--- src/rtl/pll_drp_pkg.sv ---
// Shared types, constants and divider encoding for the
// PLLE2 DRP reconfiguration controller.
package pll_drp_pkg;

  localparam logic [3:0] S_IDLE      = 4'd0;
  localparam logic [3:0] S_CHECK     = 4'd1;
  localparam logic [3:0] S_HOLD      = 4'd2;
  localparam logic [3:0] S_RD        = 4'd3;
  localparam logic [3:0] S_RD_WAIT   = 4'd4;
  localparam logic [3:0] S_WR        = 4'd5;
  localparam logic [3:0] S_WR_WAIT   = 4'd6;
  localparam logic [3:0] S_NEXT      = 4'd7;
  localparam logic [3:0] S_RELEASE   = 4'd8;
  localparam logic [3:0] S_LOCK_WAIT = 4'd9;
  localparam logic [3:0] S_DONE      = 4'd10;
  localparam logic [3:0] S_ERR       = 4'd11;

  localparam logic [1:0] ERR_NONE = 2'd0;
  localparam logic [1:0] ERR_DIV  = 2'd1;
  localparam logic [1:0] ERR_DRP  = 2'd2;
  localparam logic [1:0] ERR_LOCK = 2'd3;

  // reg1 address per CLKOUTn; reg2 is always reg1 + 1
  localparam logic [5:0][6:0] CLKOUT_ADDR = {
    7'h06, 7'h10, 7'h0E, 7'h0C, 7'h0A, 7'h08
  };

  localparam logic [15:0] REG1_KEEP = 16'h1000;
  localparam logic [15:0] REG2_KEEP = 16'hFF00;

  // {edge, nocount, high[5:0], low[5:0]}
  function automatic logic [13:0] div_to_regs(
    input logic [6:0] d
  );
    logic [5:0] hi;
    logic [5:0] lo;
    hi = d[6:1];
    lo = 6'(d - {1'b0, d[6:1]});
    if (d == 7'd1) begin
      hi = 6'd1;
      lo = 6'd1;
    end
    return {d[0], d == 7'd1, hi, lo};
  endfunction

  function automatic logic [15:0] new_reg(
    input logic        reg2,
    input logic [6:0]  d,
    input logic [15:0] old
  );
    logic [13:0] f;
    f = div_to_regs(d);
    if (reg2)
      return (old & REG2_KEEP) | {8'h00, f[13], f[12], 6'h00};
    return (old & REG1_KEEP) | {4'h0, f[11:0]};
  endfunction

endpackage

--- src/rtl/pll_drp_reconfig_drp_access.sv ---
// One DRP read-modify-write of a divider register,
// with a per-access drdy timeout.
module drp_access
  import pll_drp_pkg::*;
#(
  parameter int DRP_TIMEOUT = 255
) (
  input  logic        clk_i,
  input  logic        rst_ni,
  input  logic        start_i,
  input  logic [6:0]  addr_i,
  input  logic        reg2_i,
  input  logic [6:0]  div_i,
  output logic        done_o,
  output logic        tmo_o,
  output logic [6:0]  daddr_o,
  output logic [15:0] di_o,
  input  logic [15:0] dout_i,
  output logic        den_o,
  output logic        dwe_o,
  input  logic        drdy_i
);

  localparam int CW = $clog2(DRP_TIMEOUT + 1);

  logic [3:0]    phase_q;
  logic [CW-1:0] cnt_q;
  logic          reg2_q;
  logic [6:0]    div_q;
  logic [6:0]    daddr_q;
  logic [15:0]   di_q;
  logic          den_q;
  logic          dwe_q;
  logic          waiting;
  logic          expire;

  assign waiting = (phase_q == S_RD_WAIT) ||
                   (phase_q == S_WR_WAIT);
  // drdy in the den cycle is never looked at
  assign expire  = waiting && !drdy_i &&
                   (cnt_q == CW'(DRP_TIMEOUT - 1));
  assign done_o  = (phase_q == S_WR_WAIT) && drdy_i;
  assign tmo_o   = expire;
  assign daddr_o = daddr_q;
  assign di_o    = di_q;
  assign den_o   = den_q;
  assign dwe_o   = dwe_q;

  always_ff @(posedge clk_i or negedge rst_ni) begin
    if (!rst_ni) begin
      phase_q <= S_IDLE;
      cnt_q   <= '0;
      reg2_q  <= 1'b0;
      div_q   <= '0;
      daddr_q <= '0;
      di_q    <= '0;
      den_q   <= 1'b0;
      dwe_q   <= 1'b0;
    end else begin
      case (phase_q)
        S_IDLE: if (start_i) begin
          daddr_q <= addr_i;
          reg2_q  <= reg2_i;
          div_q   <= div_i;
          den_q   <= 1'b1;
          dwe_q   <= 1'b0;
          phase_q <= S_RD;
        end
        S_RD: begin
          den_q   <= 1'b0;
          cnt_q   <= CW'(1);
          phase_q <= S_RD_WAIT;
        end
        S_RD_WAIT: begin
          if (drdy_i) begin
            di_q    <= new_reg(reg2_q, div_q, dout_i);
            den_q   <= 1'b1;
            dwe_q   <= 1'b1;
            phase_q <= S_WR;
          end else if (expire) begin
            phase_q <= S_IDLE;
          end else begin
            cnt_q <= cnt_q + CW'(1);
          end
        end
        S_WR: begin
          den_q   <= 1'b0;
          dwe_q   <= 1'b0;
          cnt_q   <= CW'(1);
          phase_q <= S_WR_WAIT;
        end
        S_WR_WAIT: begin
          if (drdy_i || expire)
            phase_q <= S_IDLE;
          else
            cnt_q <= cnt_q + CW'(1);
        end
        default: phase_q <= S_IDLE;
      endcase
    end
  end

endmodule

--- src/rtl/pll_drp_reconfig.sv ---
// Sequences CLKOUTn divider rewrites over DRP while the
// PLL is held in reset, then waits for lock.
module pll_drp_reconfig
  import pll_drp_pkg::*;
#(
  parameter int NUM_OUT      = 4,
  parameter int DRP_TIMEOUT  = 255,
  parameter int LOCK_TIMEOUT = 65535,
  parameter int RST_HOLD     = 4
) (
  input  logic                 refclk,
  input  logic                 rst_n,
  input  logic                 req,
  input  logic [NUM_OUT-1:0]   cfg_en,
  input  logic [7*NUM_OUT-1:0] cfg_div,
  output logic                 busy,
  output logic                 done,
  output logic                 err,
  output logic [1:0]           err_code,
  output logic [6:0]           daddr,
  output logic [15:0]          di,
  input  logic [15:0]          dout,
  output logic                 den,
  output logic                 dwe,
  input  logic                 drdy,
  output logic                 pll_rst,
  input  logic                 pll_locked
);

  localparam int HW = $clog2(RST_HOLD + 1);
  localparam int LW = $clog2(LOCK_TIMEOUT + 1);

  logic [3:0]           state_q, state_d;
  logic [NUM_OUT-1:0]   en_q, en_d;
  logic [7*NUM_OUT-1:0] div_q, div_d;
  logic [2:0]           ch_q, ch_d;
  logic                 reg2_q, reg2_d;
  logic [HW-1:0]        hold_q, hold_d;
  logic [LW-1:0]        lock_q, lock_d;
  logic                 busy_q, busy_d;
  logic                 done_q, done_d;
  logic                 err_q, err_d;
  logic [1:0]           code_q, code_d;
  logic                 prst_q, prst_d;

  logic       start;
  logic       acc_done;
  logic       acc_tmo;
  logic [6:0] acc_addr;
  logic [6:0] sel_div;
  logic       bad_div;
  logic       nxt_found;
  logic [2:0] nxt_ch;
  int         base;

  // lowest enabled channel at or above base
  always_comb begin
    base      = (state_q == S_CHECK) ? 0 : int'(ch_q) + 1;
    nxt_found = 1'b0;
    nxt_ch    = '0;
    bad_div   = 1'b0;
    for (int i = NUM_OUT - 1; i >= 0; i--) begin
      if (en_q[i] && i >= base) begin
        nxt_found = 1'b1;
        nxt_ch    = 3'(i);
      end
      if (en_q[i] && div_q[7*i +: 7] == 7'd0)
        bad_div = 1'b1;
    end
  end

  always_comb begin
    sel_div = '0;
    for (int i = 0; i < NUM_OUT; i++)
      if (ch_d == 3'(i))
        sel_div = div_q[7*i +: 7];
  end

  assign acc_addr = {CLKOUT_ADDR[ch_d][6:1], reg2_d};

  always_comb begin
    state_d = state_q;
    en_d    = en_q;
    div_d   = div_q;
    ch_d    = ch_q;
    reg2_d  = reg2_q;
    hold_d  = hold_q;
    lock_d  = lock_q;
    busy_d  = busy_q;
    done_d  = 1'b0;
    err_d   = 1'b0;
    code_d  = code_q;
    prst_d  = prst_q;
    start   = 1'b0;
    case (state_q)
      S_IDLE: if (req) begin
        en_d    = cfg_en;
        div_d   = cfg_div;
        busy_d  = 1'b1;
        code_d  = ERR_NONE;
        state_d = S_CHECK;
      end
      S_CHECK: begin
        if (bad_div) begin
          state_d = S_ERR;
          code_d  = ERR_DIV;
          err_d   = 1'b1;
          busy_d  = 1'b0;
        end else if (!nxt_found) begin
          state_d = S_DONE;
          done_d  = 1'b1;
          busy_d  = 1'b0;
        end else begin
          state_d = S_HOLD;
          prst_d  = 1'b1;
          hold_d  = '0;
          ch_d    = nxt_ch;
          reg2_d  = 1'b0;
        end
      end
      S_HOLD: begin
        if (hold_q == HW'(RST_HOLD - 1)) begin
          start   = 1'b1;
          state_d = S_RD;
        end else begin
          hold_d = hold_q + HW'(1);
        end
      end
      // one full read-modify-write runs in drp_access
      S_RD: begin
        if (acc_done) begin
          state_d = S_NEXT;
        end else if (acc_tmo) begin
          state_d = S_ERR;
          code_d  = ERR_DRP;
          err_d   = 1'b1;
          busy_d  = 1'b0;
          prst_d  = 1'b0;
        end
      end
      S_NEXT: begin
        if (!reg2_q) begin
          reg2_d  = 1'b1;
          start   = 1'b1;
          state_d = S_RD;
        end else if (nxt_found) begin
          ch_d    = nxt_ch;
          reg2_d  = 1'b0;
          start   = 1'b1;
          state_d = S_RD;
        end else begin
          prst_d  = 1'b0;
          state_d = S_RELEASE;
        end
      end
      S_RELEASE: begin
        lock_d  = '0;
        state_d = S_LOCK_WAIT;
      end
      S_LOCK_WAIT: begin
        if (pll_locked) begin
          state_d = S_DONE;
          done_d  = 1'b1;
          busy_d  = 1'b0;
        end else if (lock_q == LW'(LOCK_TIMEOUT - 1)) begin
          state_d = S_ERR;
          code_d  = ERR_LOCK;
          err_d   = 1'b1;
          busy_d  = 1'b0;
        end else begin
          lock_d = lock_q + LW'(1);
        end
      end
      S_DONE:  state_d = S_IDLE;
      S_ERR:   state_d = S_IDLE;
      default: state_d = S_IDLE;
    endcase
  end

  always_ff @(posedge refclk or negedge rst_n) begin
    if (!rst_n) begin
      state_q <= S_IDLE;
      en_q    <= '0;
      div_q   <= '0;
      ch_q    <= '0;
      reg2_q  <= 1'b0;
      hold_q  <= '0;
      lock_q  <= '0;
      busy_q  <= 1'b0;
      done_q  <= 1'b0;
      err_q   <= 1'b0;
      code_q  <= ERR_NONE;
      prst_q  <= 1'b0;
    end else begin
      state_q <= state_d;
      en_q    <= en_d;
      div_q   <= div_d;
      ch_q    <= ch_d;
      reg2_q  <= reg2_d;
      hold_q  <= hold_d;
      lock_q  <= lock_d;
      busy_q  <= busy_d;
      done_q  <= done_d;
      err_q   <= err_d;
      code_q  <= code_d;
      prst_q  <= prst_d;
    end
  end

  assign busy     = busy_q;
  assign done     = done_q;
  assign err      = err_q;
  assign err_code = code_q;
  assign pll_rst  = prst_q;

  drp_access #(
    .DRP_TIMEOUT(DRP_TIMEOUT)
  ) u_drp (
    .clk_i  (refclk),
    .rst_ni (rst_n),
    .start_i(start),
    .addr_i (acc_addr),
    .reg2_i (reg2_d),
    .div_i  (sel_div),
    .done_o (acc_done),
    .tmo_o  (acc_tmo),
    .daddr_o(daddr),
    .di_o   (di),
    .dout_i (dout),
    .den_o  (den),
    .dwe_o  (dwe),
    .drdy_i (drdy)
  );

endmodule

--- config.mk ---
export PLATFORM = sky130hd
export DESIGN_NAME = pll_drp_reconfig
export DESIGN_NICKNAME = d
export VERILOG_FILES = /design/src/rtl/pll_drp_pkg.sv /design/src/rtl/pll_drp_reconfig_drp_access.sv /design/src/rtl/pll_drp_reconfig.sv
export SDC_FILE = /design/constraint.sdc
export NUM_CORES = 1
export LEC_CHECK = 0
export BUFFER_PORTS_ARGS = -buffer_cell sky130_fd_sc_hd__buf_4
export CAP_MARGIN = 10
export CORE_MARGIN = 1
export CORE_UTILIZATION = 49
export DETAILED_ROUTE_END_ITERATION = 16
export HOLD_SLACK_MARGIN = 0.12
export MAX_ROUTING_LAYER = met4
export PLACE_DENSITY = 0.75
export SYNTH_ARGS = -nofsm -noshare
export SYNTH_HDL_FRONTEND = slang
export SYNTH_SLANG_ARGS = --single-unit
--- constraint.sdc ---
create_clock -name refclk -period 3.35 [get_ports refclk]
set_input_delay 0.1675 -clock refclk [delete_from_list [all_inputs] [get_ports refclk]]
set_output_delay 0.1675 -clock refclk [all_outputs]
set_load 0.1 [all_outputs]
==> results of run 1 <==
-- sequential cells by signal (all words and copies together) (netlist names), 2 cells and up --
name / flops
ch_q: 3
en_q: 4
err_code: 2
u_drp.phase_q: 3
hold_q: 3
u_drp.div_q: 7
div_q: 28
u_drp.cnt_q: 8
lock_q: 16
state_q: 4
u_drp.di_o: 16
u_drp.daddr_o: 4
-- cell type report --
class                      instances  area [um^2]  area share [%]
timing repair buffer             123         1026           14.87
tap                              140        175.2           2.539
sequential                       106         2653           38.45
clock inverter                     3        23.77          0.3446
clock buffer                      13        260.3           3.772
inverter                          25        93.84           1.360
multi-input combinational        401         2668           38.67
-- through the flow --
stage	hold WS, ns	area [um^2]
after floorplan	-0.1281	5534
after global placement	0.3606	6201
after detailed placement	0.3742	6201
after CTS	0.1419	6895
after global routing	0.1812	6899
final	0.1460	6899
-- logic make-up (layout without fill, tap and decap cells) --
kind of cell    count (synthesis)  in the layout  share of synthesized area, %
other cells                     1              2                       0.06781
simple gates                  192            192                         17.19
fa+ha+maj                      16             16                         3.756
flops                         106            106                         47.96
mux                            42             42                         8.937
xor+xnor                       19             19                         3.009
compound gates                130            130                         15.14
buf+inv                        52            164                         3.936
-- power groups by stage --
stage / Clock (mW) / Sequential, mW / Combinational (mW)
6_report: 1.00 / 2.15 / 2.51
5_1_grt: 1.08 / 2.21 / 2.73
4_1_cts: 1.03 / 2.14 / 2.51
3_5_place_dp: 0 / 2.16 / 2.46
3_3_place_gp: 0 / 2.13 / 2.40
2_1_floorplan: 0 / 2.83 / 1.18
-- worst max-delay path: stages, from the launching register on --
cell and delay, ns:
dfrtp_1 0.49, ha_1 0.42, or3b_2 0.45, o22ai_1 0.18, a21oi_1 0.08, a21oi_2 0.20, buf_4 0.21, o21ai_0 0.20
nand3b_1 0.31, a21oi_1 0.10, a221o_1 0.28
-- cells in the mapped netlist, drive strengths merged, types with 2 or more instances --
cell type / number / area, um^2
or3: 10 / 62.56
a211oi: 3 / 35.03
nand4b: 2 / 17.52
or2: 4 / 25.02
o211ai: 3 / 22.52
xor2: 12 / 105.1
dfrtp: 106 / 2653
o31ai: 8 / 60.06
ha: 15 / 187.7
inv: 25 / 93.84
and2: 6 / 37.54
o21bai: 3 / 22.52
nand3: 18 / 90.09
nand3b: 2 / 15.01
nor4b: 5 / 43.79
a221o: 8 / 80.08
clkbuf: 18 / 67.56
a31oi: 2 / 12.51
nand4: 7 / 43.79
buf: 9 / 56.30
and4: 3 / 26.28
a21o: 2 / 15.01
o21ai: 40 / 200.2
nor2b: 2 / 12.51
nor3: 8 / 40.04
a21oi: 36 / 180.2
nor2: 42 / 160.2
nor4: 7 / 43.79
nand2b: 7 / 43.79
xnor2: 7 / 61.31
a22o: 5 / 43.79
o21a: 2 / 15.01
nand2: 62 / 232.7
and3: 2 / 12.51
o22ai: 5 / 31.28
mux2: 41 / 484.2
-- per-layer routing --
metal / vias to the layer above / track usage, % / share of wire, %
met1: 2147 / 32.53 / 48
li1: 2214 / - / -
met5: - / - / 0
met3: 20 / 3.556 / 3.2
met2: 107 / 36.40 / 47
met4: 0 / 8.708 / 1.9
-- timing repair --
item / CTS / global route
hold buffers: 41 / 0
setup endpoints to repair: 0 / 1
endpoints found under the hold margin: 119 / 0
gates resized for setup: 0 / 1
-- worst paths after layout --
check | start | endpoint | slack (ns)
worst max-delay path | ch_q[0]$_DFF_PN0_ | u_drp.div_q[3]$_DFFE_PN0P_ | 0.30
worst min-delay path | dout[10] | u_drp.di_o[10]$_DFFE_PN0P_ | 0.15
worst max register to register | ch_q[0]$_DFF_PN0_ | u_drp.div_q[3]$_DFFE_PN0P_ | 0.30
worst min register to register | u_drp.di_o[6]$_DFFE_PN0P_ | u_drp.di_o[6]$_DFFE_PN0P_ | 0.48
max in group asynchronous | rst_n | ch_q[2]$_DFF_PN0_ | 1.90
min in group asynchronous | rst_n | u_drp.cnt_q[3]$_DFFE_PN0P_ | 0.53
==> metrics, run 1 <==
status completed; largest net degree at the start of global routing between 80 and 90; syn_area_per_cell just under 10 um^2; vias in the first global route approximately 4400; synthesized instance count approximately 560; asr flop ratio synth 100.0%; htree depth 3; drt first pass iters 5; crit start category register; Vias 4488; post-route minimum period roughly 3.0 ns; Flop pwr share a little under two fifths; initial antenna violation count 0; fin worst setup slack roughly 0.30 ns; Final Wtd Congestion around 0.87; commonest non-fill, non-tap cells in the layout dfrtp_1, buf_4, nand2_1; Pleak approximately 3.2 nW; DP HPWL 8525 um; crit path kind register to register; core area approximately 11000 um^2; Syn Std Cell Area roughly 5500 um^2; Arr. time, crit path about 3.3 ns; Yosys warning total 0; Slew @ Worst Pin just under 1 ns; post-route insts no fill a little over 800; Synth Flop Type dfrtp_1; # IOs 84; antenna viol nets, final 0; GR Util All Layers 23.91%; post-CTS setup repair buffer count 0; Cells after DPL between 700 and 800; first-pass GRT wire length between 20000 and 25000 um; Layout fillers between 800 and 900; clk sink count around 110; Post-route DRC 0; gr ovfl total 0; Final Power roughly 5.7 mW; FP Rows 38; cells on worst reg2reg path 10; Core Util, Final around 63%; fin nets ~740; Logic pwr share between 40% and 50%; cts bufs inserted 9; commonest non-fill, non-tap cell in the layout dfrtp_1; CTS max path bufs 2; Int Power around 3.2 mW; Hold Crit Class input pin to register; slew margin rel. roughly 34%; setup violators final 0; post-synthesis sequential area ratio between 40% and 50%; number of cells on the worst hold path 3; CTS tree built; required time of the critical path 3.58 ns; number of diodes 0; vias per cell between 5 and 6; Worst IR Drop VDD approximately 0.56 mV; Worst-Skew Late Latency approximately 0.35 ns; IO buf count 73; fraction of layout cells with a size suffix above 1 a little over a fifth; RSZ-0062 raised after global routing no; max-cap viol count 0; maximum achievable frequency about 0.33 GHz; initial drt markers between 300 and 400; clock power share around 18%; Worst Skew ~0.0072 ns; die width around 110 um; Switching Power 2.519 mW; Final Hold Fails 0; CP Capture Type register; Avg WL per Cell ~15 um; switch share between 40% and 50%; die area about 12000 um^2; clock-pin slew on the worst setup and hold paths ~0.070 ns; Unique masters post-synth 63; CP Max Fanout 11; Layout area overhead 24.75%; fin. max-slew vios 0; Post-synth EDFFs 0; Yosys reg bits between 100 and 150; dpl ws around 0.26 ns; Root Buffer clkbuf_16; die height around 110 um; total routed wirelength ~12000 um; setup TNS 0 ns; Initial Utilization about 51%; fin crit share between 90% and 100%; PD cells 821.8 nW/um^2
Power figures use the tool's default switching activity.
==> run 2: changes to the inputs <==
==> constraint.sdc (replaced) <==
create_clock -name refclk -period 3.35 [get_ports refclk]
set_input_delay 0.67 -clock refclk [delete_from_list [all_inputs] [get_ports refclk]]
set_output_delay 0.67 -clock refclk [all_outputs]
set_load 0.1 [all_outputs]
==> metrics, run 2 (synthesis results as in run 1) <==
Cells after DPL 757; cells on worst reg2reg path 8; die area around 12000 um^2; crit path kind register to register; Slew @ Worst Pin around 0.9 ns; number of diodes 0; PD cells ~900 nW/um^2; fin crit share a little over 90%; Final Hold Fails 0; Hold Crit Class input pin to asynchronous set/reset pin; CP Max Fanout 14; Post-route DRC 0; required time of the critical path 3.59 ns; cts bufs inserted 9; clk sink count about 110; Arr. time, crit path 3.28 ns; Top delay family on crit path compound AO/OA/AOI/OAI gates; Vias 4305; post-route insts no fill approximately 770; cell mode on critical path buf_4; Worst-Skew Late Latency 0.35 ns; Pleak a little over 3 nW; vias per cell 5.569; max reg flops 28; Slowest Stage Delay on Critical Path slightly above 0.6 ns; die width ~110 um; commonest non-fill, non-tap cells in the layout dfrtp_1, buf_4, nand2_1; R2R Path Start state_q[3]$_DFFE_PN0P_; htree depth 3; CTS Hold Buffers Added 0; die height around 110 um; fin. max-slew vios 0; CP Capture Type register; Initial Utilization 50.57%; CP Buf/Inv Count 2; RSZ-0062 raised after global routing no; DP HPWL between 8000 and 9000 um; crit start category register; reg2reg setup slack 0.30 ns; Final Wtd Congestion a little under 0.9; CP cell instances or4b_1, buf_4, o31a_1, a211oi_4, nor2_2, buf_4, mux2_4, a221o_1; slew margin rel. 38.27%; initial drt markers between 200 and 250; total routed wirelength ~12000 um; commonest non-fill, non-tap cell in the layout dfrtp_1; Post-CTS Resized 0; setup TNS 0 ns; drt first pass iters 4; largest net degree at the start of global routing 56; Worst Skew between 0.004 and 0.005 ns; first-pass GRT wire length 19550 um; max-cap viol count 0; GR Util All Layers approximately 22%; IO buf count 73; fraction of layout cells with a size suffix above 1 around a quarter; initial antenna violation count 0; Avg WL per Cell 15.02 um; CP max stage cell or4b_1; Layout fillers between 900 and 1000; maximum achievable frequency between 0.3 and 0.4 GHz; vias in the first global route slightly above 4000; Layout area overhead 18.55%; clock-pin slew on the worst setup and hold paths around 0.07 ns; Worst IR Drop VDD around 0.56 mV; setup violators final 0; Root Buffer clkbuf_16; # IOs between 80 and 90; fin nets 697; Largest Register div_q; core area about 11000 um^2; antenna viol nets, final 0; R2R Path End u_drp.div_q[0]$_DFFE_PN0P_; gr ovfl total 0; post-route minimum period approximately 3.0 ns; status completed; CTS max path bufs 2; CTS tree built; FP Rows 38; post-CTS setup repair buffer count 0
==> run 2: changes by cell type in the layout (fill, tap and decap cells not counted), sizes merged <==
cell         before  now
bufinv            0    2
inv              25   28
clkbuf           13    9
dlygate4sd3      41    0
clkinvlp          2    1
buf              82   85
==> run 2: final cells by class <==
type | instances | area (um^2) | share of cell area (%)
multi-input cells | 401 | 2664 | 40.63
flip-flops and latches | 106 | 2653 | 40.46
repair buffers | 85 | 638.1 | 9.733
clock buffers | 9 | 225.2 | 3.435
well taps | 140 | 175.2 | 2.672
clock inverters | 7 | 107.6 | 1.641
inverters | 25 | 93.84 | 1.431
==> run 2: report_power, final <==
group          switching, mW  total, mW  leakage, nW  internal [mW]
Clock                  0.497       1.17        0.160          0.669
Sequential             0.414       2.12         1.36           1.70
Combinational           1.59       2.47         1.52          0.874
==> run 2: how the worst max path moves through the flow <==
stage                           start                          to  cells after the start
2_1_floorplan  state_q[1]$_DFFE_PN0P_  u_drp.div_q[0]$_DFFE_PN0P_                     10
3_3_place_gp   state_q[3]$_DFFE_PN0P_  u_drp.div_q[2]$_DFFE_PN0P_                      8
3_5_place_dp   state_q[3]$_DFFE_PN0P_  u_drp.div_q[3]$_DFFE_PN0P_                      8
4_1_cts        state_q[3]$_DFFE_PN0P_  u_drp.div_q[3]$_DFFE_PN0P_                      8
5_1_grt        state_q[3]$_DFFE_PN0P_  u_drp.div_q[6]$_DFFE_PN0P_                      9
6_report       state_q[3]$_DFFE_PN0P_  u_drp.div_q[0]$_DFFE_PN0P_                      8
==> run 2: routing by layer <==
metal / routed length (um) / part of all wire [%] / track usage (%)
met4: 279 / 2.4 / 7.926
met1: 5556 / 48 / 29.83
met2: 5256 / 45 / 32.44
met5: 0 / 0 / -
met3: 515 / 4.4 / 5.666
==> run 2: through the flow <==
step           total power [mW]  worst slack (ns)  area [um^2]  utilization (%)  hold WS [ns]
6_report                  5.751            0.3045         6556            59.95        0.3482
5_1_grt                   6.096            0.1171         6556            59.95        0.4032
4_1_cts                   5.789            0.3411         6556            59.95        0.3730
3_5_place_dp              4.607            0.3584         6223            56.91        0.4604
3_3_place_gp              4.538            0.4086         6223            56.91        0.4521
2_1_floorplan             4.002            0.6227         5534                -        0.3744
